===== src/rtl/gfx_pkg.sv =====
// gfx_pkg: shared types and constants for the screen RAM arbiter and its FIFO.
//   arb_state_t / ST_*  : arbiter FSM encoding (RUN, PEND, CLEAR)
//   grant_e             : per-cycle RAM port owner
//   CLR_WORDS_DEFAULT   : words cleared by default (80x60 text screen)
package gfx_pkg;

  localparam int unsigned TEXT_COLS         = 80;
  localparam int unsigned TEXT_ROWS         = 60;
  localparam int unsigned CLR_WORDS_DEFAULT = TEXT_COLS * TEXT_ROWS;

  // Arbiter state encoding
  typedef logic [1:0] arb_state_t;
  localparam arb_state_t ST_RUN   = 2'd0;
  localparam arb_state_t ST_PEND  = 2'd1;
  localparam arb_state_t ST_CLEAR = 2'd2;

  // RAM port owner for the current cycle
  typedef enum logic [1:0] {
    GNT_NONE = 2'd0,
    GNT_DISP = 2'd1,
    GNT_CLR  = 2'd2,
    GNT_HOST = 2'd3
  } grant_e;

endpackage


===== src/rtl/gfx_wr_fifo.sv =====
// gfx_wr_fifo: synchronous FIFO holding buffered host RAM writes.
// Ports:
//   clk, rst_n : clock, async active-low reset (empties the FIFO)
//   push, din  : write strobe and {addr, data} payload (ignored when full)
//   pop        : remove head entry (ignored when empty)
//   head_c     : current head entry (combinational read of storage)
//   empty_c    : no entries held
//   count      : registered occupancy, 0..DEPTH
module gfx_wr_fifo #(
  parameter int unsigned DEPTH = 4,
  parameter int unsigned WIDTH = 24
) (
  input  logic                     clk,
  input  logic                     rst_n,
  input  logic                     push,
  input  logic [WIDTH-1:0]         din,
  input  logic                     pop,
  output logic [WIDTH-1:0]         head_c,
  output logic                     empty_c,
  output logic [$clog2(DEPTH):0]   count
);

  localparam int unsigned PTR_W = $clog2(DEPTH);
  localparam int unsigned CNT_W = PTR_W + 1;

  logic [WIDTH-1:0] mem_q [DEPTH];
  logic [PTR_W-1:0] wr_ptr_q, wr_ptr_d;
  logic [PTR_W-1:0] rd_ptr_q, rd_ptr_d;
  logic [CNT_W-1:0] count_q, count_d;
  logic             full;
  logic             wr_en;
  logic             rd_en;

  assign empty_c = (count_q == '0);
  assign full    = (count_q == CNT_W'(DEPTH));
  assign head_c  = mem_q[rd_ptr_q];
  assign count   = count_q;

  // Pointer and occupancy update; pointers wrap naturally (power-of-two depth)
  always_comb begin
    wr_en    = push && !full;
    rd_en    = pop && !empty_c;
    wr_ptr_d = wr_ptr_q;
    rd_ptr_d = rd_ptr_q;
    count_d  = count_q;
    if (wr_en) wr_ptr_d = wr_ptr_q + PTR_W'(1);
    if (rd_en) rd_ptr_d = rd_ptr_q + PTR_W'(1);
    if (wr_en && !rd_en)      count_d = count_q + CNT_W'(1);
    else if (!wr_en && rd_en) count_d = count_q - CNT_W'(1);
  end

  always_ff @(posedge clk or negedge rst_n) begin
    if (!rst_n) begin
      wr_ptr_q <= '0;
      rd_ptr_q <= '0;
      count_q  <= '0;
    end else begin
      wr_ptr_q <= wr_ptr_d;
      rd_ptr_q <= rd_ptr_d;
      count_q  <= count_d;
    end
  end

  // Storage needs no reset: entries are only read after being written
  always_ff @(posedge clk) begin
    if (wr_en) mem_q[wr_ptr_q] <= din;
  end

endmodule


===== src/rtl/screen_ram_arbiter.sv =====
// screen_ram_arbiter: owns the screen RAM port and shares it between display
// reads (absolute priority), the clear-screen fill engine and buffered host
// writes. Optional clear engine is built when SCREEN_CLEAR_EN is defined;
// otherwise clr_start/clr_data are ignored and clr_busy/clr_done stay 0.
// Ports:
//   clk, rst_n                        : pixel clock, async active-low reset
//   disp_req, disp_addr               : display read request
//   disp_rdata, disp_rvalid           : read data (ram_q gated by valid), valid 2 cycles after req
//   host_wr_valid/ready/addr/data     : host write handshake into the FIFO
//   clr_start, clr_data               : clear request and fill value
//   clr_busy, clr_done                : clear pending/running, completion pulse
//   fifo_level                        : host FIFO occupancy
//   ram_addr, ram_wdata, ram_we, ram_q: registered RAM port, RAM read data
module screen_ram_arbiter
  import gfx_pkg::*;
#(
  parameter int unsigned ADDR_W     = 16,
  parameter int unsigned DATA_W     = 8,
  parameter int unsigned FIFO_DEPTH = 4,
  parameter int unsigned CLR_WORDS  = CLR_WORDS_DEFAULT
) (
  input  logic                          clk,
  input  logic                          rst_n,
  input  logic                          disp_req,
  input  logic [ADDR_W-1:0]             disp_addr,
  output logic [DATA_W-1:0]             disp_rdata,
  output logic                          disp_rvalid,
  input  logic                          host_wr_valid,
  output logic                          host_wr_ready,
  input  logic [ADDR_W-1:0]             host_wr_addr,
  input  logic [DATA_W-1:0]             host_wr_data,
  input  logic                          clr_start,
  input  logic [DATA_W-1:0]             clr_data,
  output logic                          clr_busy,
  output logic                          clr_done,
  output logic [$clog2(FIFO_DEPTH):0]   fifo_level,
  output logic [ADDR_W-1:0]             ram_addr,
  output logic [DATA_W-1:0]             ram_wdata,
  output logic                          ram_we,
  input  logic [DATA_W-1:0]             ram_q
);

  localparam int unsigned LVL_W = $clog2(FIFO_DEPTH) + 1;
  localparam int unsigned PAY_W = ADDR_W + DATA_W;

  arb_state_t        state_q, state_d;
  grant_e            grant;
  logic [ADDR_W-1:0] clr_cnt_q, clr_cnt_d;
  logic [DATA_W-1:0] clr_data_q, clr_data_d;
  logic [ADDR_W-1:0] ram_addr_q, ram_addr_d;
  logic [DATA_W-1:0] ram_wdata_q, ram_wdata_d;
  logic              ram_we_q, ram_we_d;
  logic              rvalid1_q, rvalid1_d;
  logic              rvalid2_q, rvalid2_d;
  logic              ready_q, ready_d;
  logic              busy_q, busy_d;
  logic              done_q, done_d;

  logic              host_push;
  logic              fifo_push;
  logic              fifo_pop;
  logic              fifo_empty;
  logic [PAY_W-1:0]  fifo_head;
  logic [PAY_W-1:0]  host_head;
  logic [LVL_W-1:0]  fifo_cnt;
  logic [LVL_W-1:0]  level_nxt;

  gfx_wr_fifo #(
    .DEPTH (FIFO_DEPTH),
    .WIDTH (PAY_W)
  ) u_wr_fifo (
    .clk     (clk),
    .rst_n   (rst_n),
    .push    (fifo_push),
    .din     ({host_wr_addr, host_wr_data}),
    .pop     (fifo_pop),
    .head_c  (fifo_head),
    .empty_c (fifo_empty),
    .count   (fifo_cnt)
  );

`ifndef SCREEN_CLEAR_EN
  logic unused_clr;
  assign unused_clr = ^{clr_start, clr_data};
`endif

  // Grant selection, RAM port next values and FSM next state
  always_comb begin
    state_d     = state_q;
    clr_cnt_d   = clr_cnt_q;
    clr_data_d  = clr_data_q;
    ram_addr_d  = ram_addr_q;
    ram_wdata_d = ram_wdata_q;
    ram_we_d    = 1'b0;
    done_d      = 1'b0;
    grant       = GNT_NONE;
    rvalid1_d   = disp_req;
    rvalid2_d   = rvalid1_q;

    host_push = host_wr_valid && ready_q;
    // An empty FIFO lets a just-offered write go straight to the RAM port
    host_head = fifo_empty ? {host_wr_addr, host_wr_data} : fifo_head;

    if (disp_req) begin
      grant      = GNT_DISP;
      ram_addr_d = disp_addr;
    end else if (state_q == ST_CLEAR) begin
      grant       = GNT_CLR;
      ram_addr_d  = clr_cnt_q;
      ram_wdata_d = clr_data_q;
      ram_we_d    = 1'b1;
    end else if (!fifo_empty || host_push) begin
      grant       = GNT_HOST;
      ram_addr_d  = host_head[PAY_W-1:DATA_W];
      ram_wdata_d = host_head[DATA_W-1:0];
      ram_we_d    = 1'b1;
    end

    fifo_pop  = (grant == GNT_HOST) && !fifo_empty;
    fifo_push = host_push && !((grant == GNT_HOST) && fifo_empty);

`ifdef SCREEN_CLEAR_EN
    case (state_q)
      ST_RUN: begin
        if (clr_start) begin
          state_d    = ST_PEND;
          clr_data_d = clr_data;
        end
      end
      ST_PEND: begin
        // Host writes accepted before the start drain first
        if (fifo_empty) begin
          state_d   = ST_CLEAR;
          clr_cnt_d = '0;
        end
      end
      ST_CLEAR: begin
        if (grant == GNT_CLR) begin
          if (clr_cnt_q == ADDR_W'(CLR_WORDS - 1)) begin
            state_d   = ST_RUN;
            clr_cnt_d = '0;
            done_d    = 1'b1;
          end else begin
            clr_cnt_d = clr_cnt_q + ADDR_W'(1);
          end
        end
      end
      default: state_d = ST_RUN;
    endcase
`else
    state_d = ST_RUN;
`endif

    level_nxt = fifo_cnt + LVL_W'(fifo_push) - LVL_W'(fifo_pop);
    ready_d   = (state_d == ST_RUN) && (level_nxt != LVL_W'(FIFO_DEPTH));
    busy_d    = (state_d != ST_RUN);
  end

  always_ff @(posedge clk or negedge rst_n) begin
    if (!rst_n) begin
      state_q     <= ST_RUN;
      clr_cnt_q   <= '0;
      clr_data_q  <= '0;
      ram_addr_q  <= '0;
      ram_wdata_q <= '0;
      ram_we_q    <= 1'b0;
      rvalid1_q   <= 1'b0;
      rvalid2_q   <= 1'b0;
      ready_q     <= 1'b0;
      busy_q      <= 1'b0;
      done_q      <= 1'b0;
    end else begin
      state_q     <= state_d;
      clr_cnt_q   <= clr_cnt_d;
      clr_data_q  <= clr_data_d;
      ram_addr_q  <= ram_addr_d;
      ram_wdata_q <= ram_wdata_d;
      ram_we_q    <= ram_we_d;
      rvalid1_q   <= rvalid1_d;
      rvalid2_q   <= rvalid2_d;
      ready_q     <= ready_d;
      busy_q      <= busy_d;
      done_q      <= done_d;
    end
  end

  assign ram_addr      = ram_addr_q;
  assign ram_wdata     = ram_wdata_q;
  assign ram_we        = ram_we_q;
  assign disp_rvalid   = rvalid2_q;
  // Gated so the data output is also 0 in reset and between reads
  assign disp_rdata    = rvalid2_q ? ram_q : '0;
  assign host_wr_ready = ready_q;
  assign clr_busy      = busy_q;
  assign clr_done      = done_q;
  assign fifo_level    = fifo_cnt;

endmodule

===== config.mk =====
export PLATFORM = sky130hd
export DESIGN_NAME = screen_ram_arbiter
export DESIGN_NICKNAME = d
export VERILOG_FILES = /design/src/rtl/gfx_pkg.sv /design/src/rtl/gfx_wr_fifo.sv /design/src/rtl/screen_ram_arbiter.sv
export SDC_FILE = /design/constraint.sdc
export NUM_CORES = 1
export LEC_CHECK = 0
export BUFFER_PORTS_ARGS = -buffer_cell sky130_fd_sc_hd__buf_2
export CAP_MARGIN = 10
export CORE_MARGIN = 4
export CORE_UTILIZATION = 59
export DETAILED_ROUTE_END_ITERATION = 12
export HOLD_SLACK_MARGIN = 0.05
export PLACE_DENSITY = 0.95
export SLEW_MARGIN = 10
export SYNTH_ARGS = -nofsm -noshare
export SYNTH_HDL_FRONTEND = slang
export SYNTH_SLANG_ARGS = --single-unit

===== constraint.sdc =====
create_clock -name clk -period 6.79 [get_ports clk]
set_input_delay 0.679 -clock clk [delete_from_list [all_inputs] [get_ports clk]]
set_output_delay 0.679 -clock clk [all_outputs]
set_load 0.02 [all_outputs]

==> flow_metrics.py, run 1 <==
metrics = {
    "outcome": {
        "status": "finished, final reports clean",
    },
    "floorplanning": {
        "initial_core_util_pct": 61.5,
        "core_mm2": 0.00889,
        "die_h_um": 104,
        "dieArea_mm2": 0.0109,
        "rows": 34,
        "ios": 101,
        "die_w_um": 104,
    },
    "placement": {
        "placedInstanceArea_mm2": 0.00596,
        "place_congestion": 0.716,
        "port_buffers": 89,
        "dpl.hpwl_um": 7530,
        "placedCellCount": 492,
    },
    "critical_path": {
        "cp.arrival_ps": 3710,
        "r2r_setup_slack_ps": 3680,
        "r2r_end": "host_wr_ready",
        "critPathCaptureType": "flop",
        "crit_type": "in2reg",
        "reg2reg_depth": 9,
        "cp.required_ps": 7180,
        "cp-start-kind": "input port",
        "crit_path_max_fanout": 37,
        "regToRegStartpoint": "u_wr_fifo.count[1]",
    },
    "synth": {
        "ys_seq_elements": 131,
        "synth.top_cell.area_share_pct": 52.7,
        "syn_avg_cell_area_um2": 17.6,
        "synth_area_leaders": "edfxtp_1 53%, dfrtp_1 16%, mux4_2 7.0%",
        "synth_ff_type": "edfxtp_1",
        "ys_seq_area_share_pct": 68.7,
        "synth_warnings": 0,
        "async_reset_ff_share_pct": 26.7,
        "synthCells": 311,
        "netlist_area_mm2": 0.00547,
        "synth_edf_count": 96,
        "synth_largest_area_cell": "edfxtp_1",
        "yosys-top-cells-count": "96 x edfxtp_1, 35 x dfrtp_1, 18 x mux2_2",
        "yosysUniqueCellTypes": 31,
        "yosysMostFrequentCell": "edfxtp_1",
    },
    "sta": {
        "setup_violations": 0,
        "fin_crit_ps": 3320,
        "rsz0062_at_grt": "no",
        "max-slew-margin-rel_pct": 20.0,
        "hold_slack_ps": 272,
        "finalHoldViolCount": 0,
        "tightest_slew_ps": 1190,
        "slew_viol_final": 0,
        "fin_skew_ps": 16.8,
        "timing.final.crit_share_pct": 48.9,
        "fmax_ghz": 0.301,
        "setup-tns-final_ps": 0,
    },
    "route": {
        "vias_per_cell": 6.39,
        "first_pass_iters": 4,
        "final_antenna_net_count": 0,
        "vias": 3346,
        "first_iter_violations": 256,
        "drc": 0,
        "wirelength_um": 12800,
        "wl_per_cell_um": 24.5,
    },
    "job": {
        "cap_violations": 0,
    },
    "clock_tree": {
        "cts_tree": "built",
        "ctsHoldBuffers": 0,
        "clk_latency_ps": 520,
        "post_cts_buffers": 0,
        "cts_made_buffers": 17,
        "ctsRootBufferMaster": "clkbuf_8",
        "cts_buffer_depth": 2,
        "clk_transition_reported_paths_ps": 60,
        "htreeDepth": 4,
        "cts.sinks": 131,
        "cts_resized": 0,
    },
    "min_path": {
        "min-delay-path-class": "in2async",
    },
    "global_route": {
        "grt_remaining_overflow": 0,
        "grt_pass1_vias": 3606,
        "grt_use_total_pct": 25.1,
        "grt_max_degree": 38,
        "grt_pass1_wl_um": 20500,
        "antenna_found_initial": 0,
    },
    "final_layout": {
        "layout-drive-gt1-share_pct": 39.2,
        "area_growth_pct": 20.0,
        "finish.net_count": 473,
        "final_cells": 524,
        "diodes": 0,
        "utilization_pct": 73.8,
        "fin_area_mm2": 0.00656,
    },
    "power_and_ir_drop": {
        "powerDensity_mw_per_mm2": 454,
        "p_leak_nw": 2.58,
        "peakVddDrop_v": 0.000273,
    },
}
-- stage by stage --
step	power [mW]	setup slack, ps
after floorplan	1.81	4050
after global placement	1.99	3240
after detailed placement	2.06	3080
after CTS	2.99	3480
after global routing	3.11	3330
final	2.98	3470
-- sequential cells by signal, indices dropped and copies added, names as in the netlist --
signal,flops
u_wr_fifo.rd_ptr_q,2
ram_we,1
ram_wdata,8
ram_addr,16
u_wr_fifo.wr_ptr_q,2
rvalid1_q,1
host_wr_ready,1
disp_rvalid,1
u_wr_fifo.mem_q,96
u_wr_fifo.count,3
-- where the power goes --
part | internal, mW | switching (mW)
clock | 0.595 | 0.321
sequential | 1.07 | 0.138
combinational | 0.386 | 0.471
-- critical path: stages --
cell     delay [ps]
buf_2           620
inv_1           640
nand2_1         300
inv_1            80
ha_1            280
inv_1            50
ha_1            220
fa_1            390
xnor2_1         200
xnor2_1         150
nand2_1          80
-- cells by family after synthesis --
| group | share of synthesized area [%] |
|---|---|
| AOI/OAI and AO/OA | 4.07 |
| muxes | 14.1 |
| and+or+nand+nor | 6.52 |
| buffers and inverters | 2.97 |
| xor gates and xnor gates | 1.28 |
| other | 0.0685 |
| adders and majority gates | 2.33 |
| DFF | 68.7 |
-- area by class of cell --
type | count | area, um^2
Clock inverter | 10 | 130
Multi-Input combinational cell | 151 | 1560
Fill cell | 495 | 2330
Inverter | 9 | 33.8
Tap cell | 108 | 135
Timing Repair Buffer | 93 | 475
Clock buffer | 22 | 473
Sequential cell | 131 | 3760
-- cell usage in the layout (no fill, tap or decap), types with 4 or more instances in the layout --
cell type,n
edfxtp_1,96
buf_2,89
dfrtp_1,35
mux2_2,18
nor3_1,17
mux4_2,17
and3_1,16
a221o_1,16
clkbuf_16,16
and2_1,9
inv_1,9
a21oi_1,9
nor4_1,8
mux4_1,7
ha_1,7
xnor2_1,6
clkbuf_8,5
clkinv_2,5
buf_4,4
-- worst max-delay path by stage --
stage	cells past startpoint	slack, ps	start	end
4_1_cts	11	3480	disp_req	host_wr_ready
5_1_grt	11	3330	disp_req	host_wr_ready
3_3_place_gp	11	3240	disp_req	host_wr_ready
3_5_place_dp	11	3080	disp_req	host_wr_ready
6_report	11	3470	disp_req	host_wr_ready
2_1_floorplan	13	4050	u_wr_fifo.count[2]	host_wr_ready
-- layer usage --
metal	vias to the layer above	GRT usage (%)	wire length (um)	part of all wire, %
li1	1422	-	-	-
met1	1693	30.0	4620	36
met2	205	42.9	6790	53
met3	26	6.58	1100	8.6
met4	0	11.2	327	2.5
met5	-	0	0	0
Note: power is estimated with default switching activity, not from simulation.
==> run 2: changes to the inputs <==
- CORE_UTILIZATION: 59 -> 50
- PLACE_DENSITY: 0.95 -> 0.88
- clock period: 6.79 -> 2.7 ns (I/O delays scaled with it)
==> run 2 against run 1 <==
Net effect: power increased to 2.5 times the previous value; core utilization decreased by 6.1 points; critical path depth decreased by 2; clock skew decreased by 8.9 ps; combinational power increased to 2.8 times the previous value; clock power increased by 150%; first-iteration DRC count increased by 4.7%; wire length increased by 0.59%; flip-flop and latch count unchanged; critical path type is now reg2reg; critical endpoint unchanged; largest power group unchanged.
==> flow_metrics.py, run 2 (same netlist as run 1, synthesis figures left out) <==
metrics = {
    "floorplanning": {
        "die_w_um": 113,
        "initial_core_util_pct": 52.1,
        "ios": 101,
        "rows": 37,
        "die_h_um": 113,
        "dieArea_mm2": 0.0127,
        "core_mm2": 0.0105,
    },
    "clock_tree": {
        "cts_tree": "built",
        "cts.sinks": 131,
        "cts_buffer_depth": 2,
        "ctsRootBufferMaster": "clkbuf_8",
        "cts_made_buffers": 17,
        "clk_latency_ps": 510,
        "htreeDepth": 4,
        "clk_transition_reported_paths_ps": 60,
        "cts_resized": 0,
        "post_cts_buffers": 0,
    },
    "route": {
        "wl_per_cell_um": 21.2,
        "first_pass_iters": 4,
        "final_antenna_net_count": 0,
        "first_iter_violations": 268,
        "vias": 3470,
        "wirelength_um": 12900,
        "drc": 0,
        "vias_per_cell": 5.70,
    },
    "critical_path": {
        "crit_path_max_fanout": 26,
        "critPathCaptureType": "flop",
        "r2r_setup_slack_ps": 310,
        "cp-start-kind": "flop",
        "crit_type": "reg2reg",
        "cp.required_ps": 3100,
        "cp.arrival_ps": 2790,
    },
    "sta": {
        "rsz0062_at_grt": "no",
        "tightest_slew_ps": 905,
        "setup-tns-final_ps": 0,
        "fin_skew_ps": 7.92,
        "hold_slack_ps": 169,
        "slew_viol_final": 0,
        "fin_crit_ps": 2390,
        "max-slew-margin-rel_pct": 39.6,
        "fmax_ghz": 0.419,
        "layout_setup_ws_ps": 311,
        "timing.final.crit_share_pct": 88.5,
        "finalHoldViolCount": 0,
        "setup_violations": 0,
    },
    "placement": {
        "dpl.hpwl_um": 7570,
        "placedCellCount": 536,
        "place_congestion": 0.727,
        "port_buffers": 89,
        "placedInstanceArea_mm2": 0.00611,
        "pre_cts_ws_ps": 330,
    },
    "final_layout": {
        "finish.net_count": 530,
        "regMostFlops": "u_wr_fifo.mem_q",
        "fin_area_mm2": 0.00712,
        "diodes": 0,
        "area_growth_pct": 30.1,
        "largest_reg_flops": 96,
        "final_cell_mix": "96 x edfxtp_1, 89 x buf_2, 41 x dlygate4sd3_1",
        "utilization_pct": 67.7,
        "final_cells": 609,
        "layout-drive-gt1-share_pct": 37.6,
        "layout_commonest_cell": "edfxtp_1",
    },
    "power_and_ir_drop": {
        "peakVddDrop_v": 0.000577,
        "powerDensity_mw_per_mm2": 1060,
        "finalPower_mw": 7.57,
        "p_leak_nw": 2.82,
    },
    "min_path": {
        "min-delay-path-class": "in2reg",
    },
    "outcome": {
        "status": "finished, final reports clean",
    },
    "global_route": {
        "grt_remaining_overflow": 0,
        "grt_max_degree": 36,
        "grt_pass1_wl_um": 20400,
        "grt_use_total_pct": 21.1,
        "antenna_found_initial": 0,
        "grt_pass1_vias": 3745,
    },
    "job": {
        "cap_violations": 0,
    },
}
## run 2: cell types whose count changed in the layout (fill, tap and decap cells not counted), moves of 2 or more
cell,previous run,this run
dlygate4sd3_1,0,41
clkbuf_8,5,1
inv_6,0,4
buf_4,4,20
and2_2,3,0
clkinv_4,0,2
and2_1,9,12
clkinv_2,5,3
## run 2: layer usage
| metal | part of all wire [%] | track usage [%] | up-vias |
|---|---|---|---|
| li1 | - | - | 1527 |
| met2 | 52 | 35.9 | 175 |
| met5 | 0 | 0 | - |
| met4 | 1.1 | 5.93 | 0 |
| met3 | 8.9 | 5.77 | 15 |
| met1 | 38 | 26.8 | 1753 |
## run 2: report_power, final
group | total, mW | switching [mW] | internal, mW
combinational | 2.37 | 1.27 | 1.09
clock | 2.28 | 0.867 | 1.41
sequential | 2.93 | 0.241 | 2.69
total | 7.57 | 2.38 | 5.19
## run 2: critical path, cell delays in order (launching register included)
cell and delay (ps):
dfrtp_1 460, or3_1 370, buf_4 250, nor2_2 160
nor2_1 70, ha_1 210, fa_1 370, xnor2_1 180
xnor2_1 140, nand2_1 70
## run 2: final timing paths
kind                                         start                     to  cells after the start
worst max-delay path            u_wr_fifo.count[2]          host_wr_ready                      9
worst min-delay path                      disp_req  u_wr_fifo.rd_ptr_q[0]                      4
worst max register to register  u_wr_fifo.count[2]          host_wr_ready                      9
worst min register to register           rvalid1_q            disp_rvalid                      0
max in group asynchronous                    rst_n     u_wr_fifo.count[2]                      2
min in group asynchronous                    rst_n            ram_addr[6]                      2
## run 2: timing repair
item | in CTS | in global routing
hold endpoints to repair | 147 | 0
endpoints found under the setup margin | 0 | 0
hold buffers | 41 | 0
## run 2: cell type report
class                   instances  area [um^2]
inverters                       9         33.8
multi-input cells             151         1560
repair buffers                150         1010
fillers                       661         3390
flip-flops and latches        131         3760
clock inverters                15          180
clock buffers                  17          414
well taps                     136          170
